`src/rtl/alu_logic_cmp_pipe.sv`:
```
// alu_logic_cmp_pipe: 2-stage valid/ready pipelined logic + compare slice.
// Bitwise XOR/XNOR/AND/OR of two WIDTH-bit operands with gr/eq/lt/zero flags.
//
// Ports:
//   clk, rst_n            clock, asynchronous active-low reset
//   in_valid/in_ready     operand beat handshake
//   in_a, in_b           operands (WIDTH)
//   in_op                00 XOR, 01 XNOR, 10 AND, 11 OR
//   in_signed             1: two's-complement compare, 0: unsigned
//   out_valid/out_ready   result beat handshake
//   out_res               logic result (WIDTH)
//   out_gr/eq/lt          A > B, A == B, A < B
//   out_zero              out_res == 0
`timescale 1ns/1ps
module alu_logic_cmp_pipe #(
    parameter int WIDTH = 8
) (
    input  logic             clk,
    input  logic             rst_n,
    input  logic             in_valid,
    output logic             in_ready,
    input  logic [WIDTH-1:0] in_a,
    input  logic [WIDTH-1:0] in_b,
    input  logic [1:0]       in_op,
    input  logic             in_signed,
    output logic             out_valid,
    input  logic             out_ready,
    output logic [WIDTH-1:0] out_res,
    output logic             out_gr,
    output logic             out_eq,
    output logic             out_lt,
    output logic             out_zero
);

    localparam int MSB = WIDTH - 1;

    // Stage 1 registers
    logic           r_s1_v;
    logic [MSB:0]   r_s1_a;
    logic [MSB:0]   r_s1_b;
    logic [1:0]     r_s1_op;
    logic           r_s1_sgn;

    // Stage 2 registers
    logic           r_s2_v;
    logic [MSB:0]   r_s2_res;
    logic           r_s2_gr;
    logic           r_s2_eq;
    logic           r_s2_lt;
    logic           r_s2_zero;

    logic           w_s2_adv;
    logic           w_s1_adv;
    logic [MSB:0]   w_res;
    logic           w_eq;
    logic           w_gr_u;
    logic           w_hi_eq;
    logic           w_gr;
    logic           w_lt;
    logic           w_zero;

    assign w_s2_adv = !r_s2_v || out_ready;
    assign w_s1_adv = !r_s1_v || w_s2_adv;

    // Gated by rst_n so every output reads 0 while reset is held.
    assign in_ready = w_s1_adv && rst_n;

    always_comb begin
        w_res = '0;
        unique case (r_s1_op)
            2'b00: w_res = r_s1_a ^ r_s1_b;
            2'b01: w_res = ~(r_s1_a ^ r_s1_b);
            2'b10: w_res = r_s1_a & r_s1_b;
            2'b11: w_res = r_s1_a | r_s1_b;
            default: w_res = '0;
        endcase
    end

    // MSB-first unsigned greater-than: the first differing bit from the
    // top decides, so each bit is gated by equality of all bits above it.
    always_comb begin
        w_gr_u  = 1'b0;
        w_hi_eq = 1'b1;
        for (int i = MSB; i >= 0; i--) begin
            w_gr_u  = w_gr_u | (w_hi_eq & r_s1_a[i] & ~r_s1_b[i]);
            w_hi_eq = w_hi_eq & ~(r_s1_a[i] ^ r_s1_b[i]);
        end
    end

    assign w_eq = &(~(r_s1_a ^ r_s1_b));

    // Signed: differing sign bits decide on their own (non-negative wins).
    assign w_gr = (r_s1_sgn && (r_s1_a[MSB] != r_s1_b[MSB]))
                  ? ~r_s1_a[MSB] : w_gr_u;

    assign w_lt   = ~w_gr & ~w_eq;
    assign w_zero = ~|w_res;

    always_ff @(posedge clk or negedge rst_n) begin
        if (!rst_n) begin
            r_s1_v   <= 1'b0;
            r_s1_a   <= '0;
            r_s1_b   <= '0;
            r_s1_op  <= '0;
            r_s1_sgn <= 1'b0;
        end else if (w_s1_adv) begin
            r_s1_v <= in_valid;
            if (in_valid) begin
                r_s1_a   <= in_a;
                r_s1_b   <= in_b;
                r_s1_op  <= in_op;
                r_s1_sgn <= in_signed;
            end
        end
    end

    always_ff @(posedge clk or negedge rst_n) begin
        if (!rst_n) begin
            r_s2_v    <= 1'b0;
            r_s2_res  <= '0;
            r_s2_gr   <= 1'b0;
            r_s2_eq   <= 1'b0;
            r_s2_lt   <= 1'b0;
            r_s2_zero <= 1'b0;
        end else if (w_s2_adv) begin
            r_s2_v <= r_s1_v;
            if (r_s1_v) begin
                r_s2_res  <= w_res;
                r_s2_gr   <= w_gr;
                r_s2_eq   <= w_eq;
                r_s2_lt   <= w_lt;
                r_s2_zero <= w_zero;
            end
        end
    end

    assign out_valid = r_s2_v;
    assign out_res   = r_s2_res;
    assign out_gr    = r_s2_gr;
    assign out_eq    = r_s2_eq;
    assign out_lt    = r_s2_lt;
    assign out_zero  = r_s2_zero;

endmodule

```
`config.mk`:
```
export PLATFORM = sky130hd
export DESIGN_NAME = alu_logic_cmp_pipe
export DESIGN_NICKNAME = d
export VERILOG_FILES = /design/src/rtl/alu_logic_cmp_pipe.sv
export SDC_FILE = /design/constraint.sdc
export NUM_CORES = 1
export LEC_CHECK = 0
export ABC_AREA = 1
export BUFFER_PORTS_ARGS = -buffer_cell sky130_fd_sc_hd__buf_2
export CORE_UTILIZATION = 45
export CTS_CLUSTER_DIAMETER = 40
export CTS_CLUSTER_SIZE = 10
export DETAILED_ROUTE_END_ITERATION = 7
export HOLD_SLACK_MARGIN = 0.15
export PLACE_DENSITY = 0.67
export SLEW_MARGIN = 20
export SYNTH_ARGS = -nofsm -noshare
export SYNTH_HDL_FRONTEND = slang
export SYNTH_SLANG_ARGS = --single-unit
```
`constraint.sdc`:
```
create_clock -name clk -period 3.9 [get_ports clk]
set_input_delay 0.585 -clock clk [delete_from_list [all_inputs] [get_ports clk]]
set_output_delay 0.585 -clock clk [all_outputs]
set_load 0.02 [all_outputs]
```
* Yosys cells after proc, flatten, opt, wreduce, memory -nomap -nowiden
Index checks and enable logic that the tools add are counted.
** Storage, ports and cells
- Memory bits (read-only) :: 0
- Bits in latches :: 0
- Memory bits (writable) :: 0
- Logic and storage cells :: 87
- Flip-flop bits (word level) :: 33
- Memories :: 0
** Operators by class
- $lt $le $gt $ge :: 0
- Reductions and logical operators :: 12
- Multiply operators :: 0
- Mux-type cells :: 2
- Eq/ne operators :: 4
- Bitwise gates (word level) :: 58
- Shift-type cells :: 0
- Divide/modulo/power cells :: 0
- Add/subtract/negate cells :: 0
** Operator list (count)
- 8-bit one-hot mux with 4 select lines :: 1
- 1-bit bitwise AND :: 22
- 1-bit NOT :: 18
- 8-bit bitwise AND :: 1
- 8-bit NOT :: 1
- 8-bit OR :: 1
- 8-bit AND reduction :: 1
- 8-bit OR reduction :: 1
- 8-bit bitwise XOR :: 1
- 1-bit OR :: 7
- 1-bit bitwise XOR :: 7
- 2-bit equality test, second input constant :: 2
- 2-bit AND reduction :: 2
- 1-bit zero test :: 3
- 2-bit by 1-bit equality test with 1-bit output, second input constant :: 1
- 1-bit logical AND :: 2
- 2-bit zero test :: 1
- 1-bit logical OR :: 2
- 1-bit 2-to-1 mux :: 1
- 1-bit inequality test :: 1

* Logic depth before layout (Yosys ltp)
- Word-level depth :: 14
- Depth in mapped cells :: 10
- Mapped depth without buffers :: 10

* Worst setup path before layout
No wires, ideal clock.
- Kind :: register to register
- Start point :: register r_s1_a[7]
- End point :: register r_s2_lt (netlist: out_lt)
- Library setup time :: 0.117 ns
- Slack :: 2.365 ns
- Cell stages (with the launch flop) :: 11
- Required time :: 3.783 ns
- Buffers on the path :: 0
- Data arrival time :: 1.418 ns
- Cells stage by stage :: dfrtp_1 inv_1 ha_1 nor2_1 nand3_1 nor2_1 nand2_1 nand3_1 nand2_1 nand2_1 nand2_1
** On the way
- Word-level cells in the longest chain between the ends :: 14
- Elaborated cells between the ends (all ways) :: 40
** RTL lines
- start: declaration :: RTL line 39 : logic [MSB:0] r_s1_a;
- start signal: assignment :: RTL line 109 : r_s1_a <= in_a;
- 1-bit bitwise XOR :: RTL line 86 : w_hi_eq = w_hi_eq & ~(r_s1_a[i] ^ r_s1_b[i]);
- 1-bit NOT :: RTL line 86
- 1-bit bitwise AND, on equally long branches (2 in a row) :: RTL line 85, 86
- 1-bit OR, or another cell as far along (4 in a row) :: RTL line 85 : w_gr_u = w_gr_u | (w_hi_eq & r_s1_a[i] & ~r_s1_b[i]);
- 1-bit OR or 1-bit bitwise AND (tied branches) (2 in a row) :: RTL line 85
- 1-bit OR :: RTL line 85
- 1-bit 2-to-1 mux :: RTL line 94 : ? ~r_s1_a[MSB] : w_gr_u;
- 1-bit NOT :: RTL line 96 : assign w_lt = ~w_gr & ~w_eq;
- 1-bit bitwise AND * :: RTL line 96
- end signal: assignment :: RTL line 131 : r_s2_lt <= w_lt;
- end: declaration :: RTL line 49 : logic r_s2_lt;
Mark *: on every way between the ends. The rest lies on a longest branch, timed or not.
A chain may end at the register's enable or synchronous reset.

* Worst setup path after layout
- Start point :: input rst_n
- End point :: output in_ready
** On the way
- Word-level cells in the longest chain between the ends :: 1
** RTL lines
- start: declaration :: RTL line 19 : input logic rst_n,
- 1-bit logical AND :: RTL line 66 : assign in_ready = w_s1_adv && rst_n;
- end: declaration :: RTL line 21 : output logic in_ready,
Every way passes these cells.

==> impl_metrics.py <==
metrics = {
    "routing": {
        "drt_iter0_drc": 130,
        "drtPass1Iterations": 4,
        "ant_nets": 0,
        "viasPerCell": 4.842,
        "drc_errors": 0,
        "wl_per_cell_um": 11.04,
        "wl_mm": 3.642,
        "vias": 1598,
    },
    "worst_setup_path": {
        "cp.required_ns": 3.31,
        "critPathKind": "input pin to output pin",
        "cp_data_arrival_time_ns": 1.35,
        "crit_chain": "buf_2 > buf_4 > nand2_1 > inv_1 > buf_2",
        "critPathLaunchType": "input pin",
        "critPathMaxStageDelay_ns": 0.36,
        "slowest_stage": "buf_4",
        "crit_top_cell": "buf_2",
        "end_kind": "output pin",
        "path_delay_family": "buffers and inverters",
        "cp_max_fo": 34,
        "cp_num_buf_inv": 4,
    },
    "cts": {
        "cts_tree": "built",
        "clk_pin_slew_worst_paths_ns": 0.07,
        "ctsHoldBuffers": 0,
        "cts-buffers-inserted": 5,
        "clk_latency_ns": 0.28,
        "cts_setup_buffers": 0,
        "clock_sinks": 33,
        "ctsHtreeMaxLevel": 2,
        "cts_buffer_depth": 2,
        "root_buffer": "clkbuf_8",
        "cts_resized": 0,
    },
    "global_route": {
        "grt_use_met1_pct": 25.77,
        "met2_usage_pct": 27.50,
        "grt.overflow.total": 0,
        "grt.total_usage_pct": 18.68,
        "grt_pass1_vias": 1456,
        "grt_pass1_wl_mm": 6.285,
        "gr-usage-met3_pct": 5.308,
        "grt_max_degree": 39,
        "grt_antenna_before_repair": 0,
        "busiest_layer": "met2",
    },
    "floorplan": {
        "dieArea_um2": 4504,
        "core_area_um2": 4029,
        "rows": 23,
        "start_util_pct": 47.36,
        "die_h_um": 67.12,
        "io_pins": 37,
        "dieWidth_um": 67.12,
    },
    "sta": {
        "post-route-period-util_pct": 49.71,
        "max_freq_mhz": 515.9,
        "hold_ws_ns": 0.3204,
        "tns_ns": 0,
        "worst_slew_margin_rel_pct": 63.76,
        "maxSlewViolCount": 0,
        "hold_viol_final": 0,
        "tightest_slew_ns": 0.5436,
        "fin_skew_ns": 0.004009,
        "min_period_ns": 1.939,
        "rsz0062_at_grt": "false",
        "setup_viol": 0,
    },
    "power": {
        "internal-power_mw": 0.7169,
        "p_leak_nw": 1.201,
        "pwr-share-seq_pct": 41.1,
        "power-per-cell-area_nw_per_um2": 522.3,
        "swShare_pct": 37.71,
        "power.switching_mw": 0.4339,
        "p_comb_share_pct": 34.6,
        "p_clk_share_pct": 24.2,
        "peakVddDrop_mv": 0.1990,
    },
    "synthesis": {
        "ys_seq_elements": 33,
        "syn_area_um2": 1908,
        "syn_area_per_cell_um2": 7.852,
        "synth_cells": 243,
        "yosysSeqAreaShare_pct": 43.28,
        "ys_types": 21,
        "yosysWarnings": 0,
        "synth_nets": 283,
    },
    "hold_path": {
        "hp-class": "input pin to async pin",
    },
    "place": {
        "post-dp-hpwl_mm": 2.674,
        "port_buffers": 36,
        "place.gp.congestion": 0.8150,
    },
    "cells_and_area": {
        "nFillCells": 418,
        "drive_gt1_share_pct": 18.93,
        "areaGrowthSynthToFinish_pct": 15.48,
        "fin_nets": 319,
        "antenna_cells": 0,
    },
    "run": {
        "max_cap_violations": 0,
    },
    "status": {
        "status": "finished clean",
    },
}
## flip-flops by register name, indices dropped and copies added, names as in the netlist
name	cells
r_s1_v	1
out_gr	1
out_lt	1
r_s1_a	8
r_s1_op	2
r_s1_sgn	1
out_zero	1
out_res	8
out_eq	1
r_s1_b	8
out_valid	1
## routing by layer
metal	share of wire [%]	vias up	wire length [µm]
met1	50	701	1828
met3	5.2	7	189
li1	-	846	-
met2	43	44	1560
met5	0	-	0
met4	1.7	0	63
## path summary, 6_finish.rpt
check,from,end,slack (ns),cells past startpoint
min in group clk,out_res[4],out_res[4],0.48,2
hold reg to reg,out_res[4],out_res[4],0.48,2
setup reg to reg,r_s1_op[1],out_zero,2.11,8
setup / recovery,rst_n,in_ready,1.96,5
hold / removal,rst_n,r_s1_a[2],0.32,2
max in group asynchronous,rst_n,out_eq,3.29,2
## power by group through the flow
stage / clock [mW] / sequential [mW] / combinational, mW
5_1_grt: 0.303 / 0.486 / 0.461
2_1_floorplan: 0 / 0.523 / 0.242
6_report: 0.279 / 0.473 / 0.399
3_5_place_dp: 0 / 0.480 / 0.400
3_3_place_gp: 0 / 0.476 / 0.394
4_1_cts: 0.286 / 0.474 / 0.402
## metrics by stage
| stage | cells | worst slack, ns | instance area, µm² | power (mW) | utilization [%] |
|---|---|---|---|---|---|
| after floorplan | 243 | 2.365 | 1908 | 0.7650 | - |
| after global placement | 322 | 1.958 | 2102 | 0.8701 | 52.17 |
| after detailed placement | 322 | 1.929 | 2102 | 0.8793 | 52.17 |
| after CTS | 330 | 1.926 | 2203 | 1.162 | 54.69 |
| after global routing | 330 | 1.830 | 2203 | 1.250 | 54.69 |
| final | 330 | 1.961 | 2203 | 1.151 | 54.69 |
## cell usage after synthesis (all sizes together)
cell     n  share of area (%)
a31oi    1               0.33
nand3   37                 10
nand3b   1               0.39
clkbuf   1               0.20
or2      1               0.33
ha      17                 11
nor3     2               0.52
a21oi   20                5.4
inv     34                6.7
nand4    1               0.33
buf      8                3.1
dfrtp   33                 43
mux2     1               0.59
o21ai    7                1.8
nor2    44                8.7
nand2   35                6.9
## area by class of cell
cell class,instances,area (µm²),area share (%)
multi-input cells,167,890.9,40.43
repair buffers,38,195.2,8.859
clock inverters,1,5.005,0.2271
clock buffers,7,96.34,4.373
flip-flops and latches,33,825.8,37.48
well taps,50,62.56,2.839
inverters,34,127.6,5.792
## cell families after synthesis
| group | Yosys count | synth area share (%) |
|---|---|---|
| AOI/OAI and AO/OA | 28 | 7.607 |
| muxes | 1 | 0.5901 |
| and+or+nand+nor | 121 | 27.35 |
| DFF | 33 | 43.28 |
| adders and majority gates | 17 | 11.15 |
| buffers and inverters | 43 | 10.03 |
## cells in the final DEF (no fill, tap or decap), drive strengths merged
| cell | instances |
|---|---|
| o21ai | 7 |
| mux2 | 1 |
| buf | 38 |
| or2 | 1 |
| a21oi | 20 |
| inv | 34 |
| nand2 | 35 |
| dfrtp | 33 |
| nor3 | 2 |
| clkinv | 1 |
| nand3 | 37 |
| a31oi | 1 |
| nor2 | 44 |
| nand3b | 1 |
| clkbuf | 7 |
| nand4 | 1 |
| ha | 17 |
No activity file was read; power rests on OpenSTA's default activity.
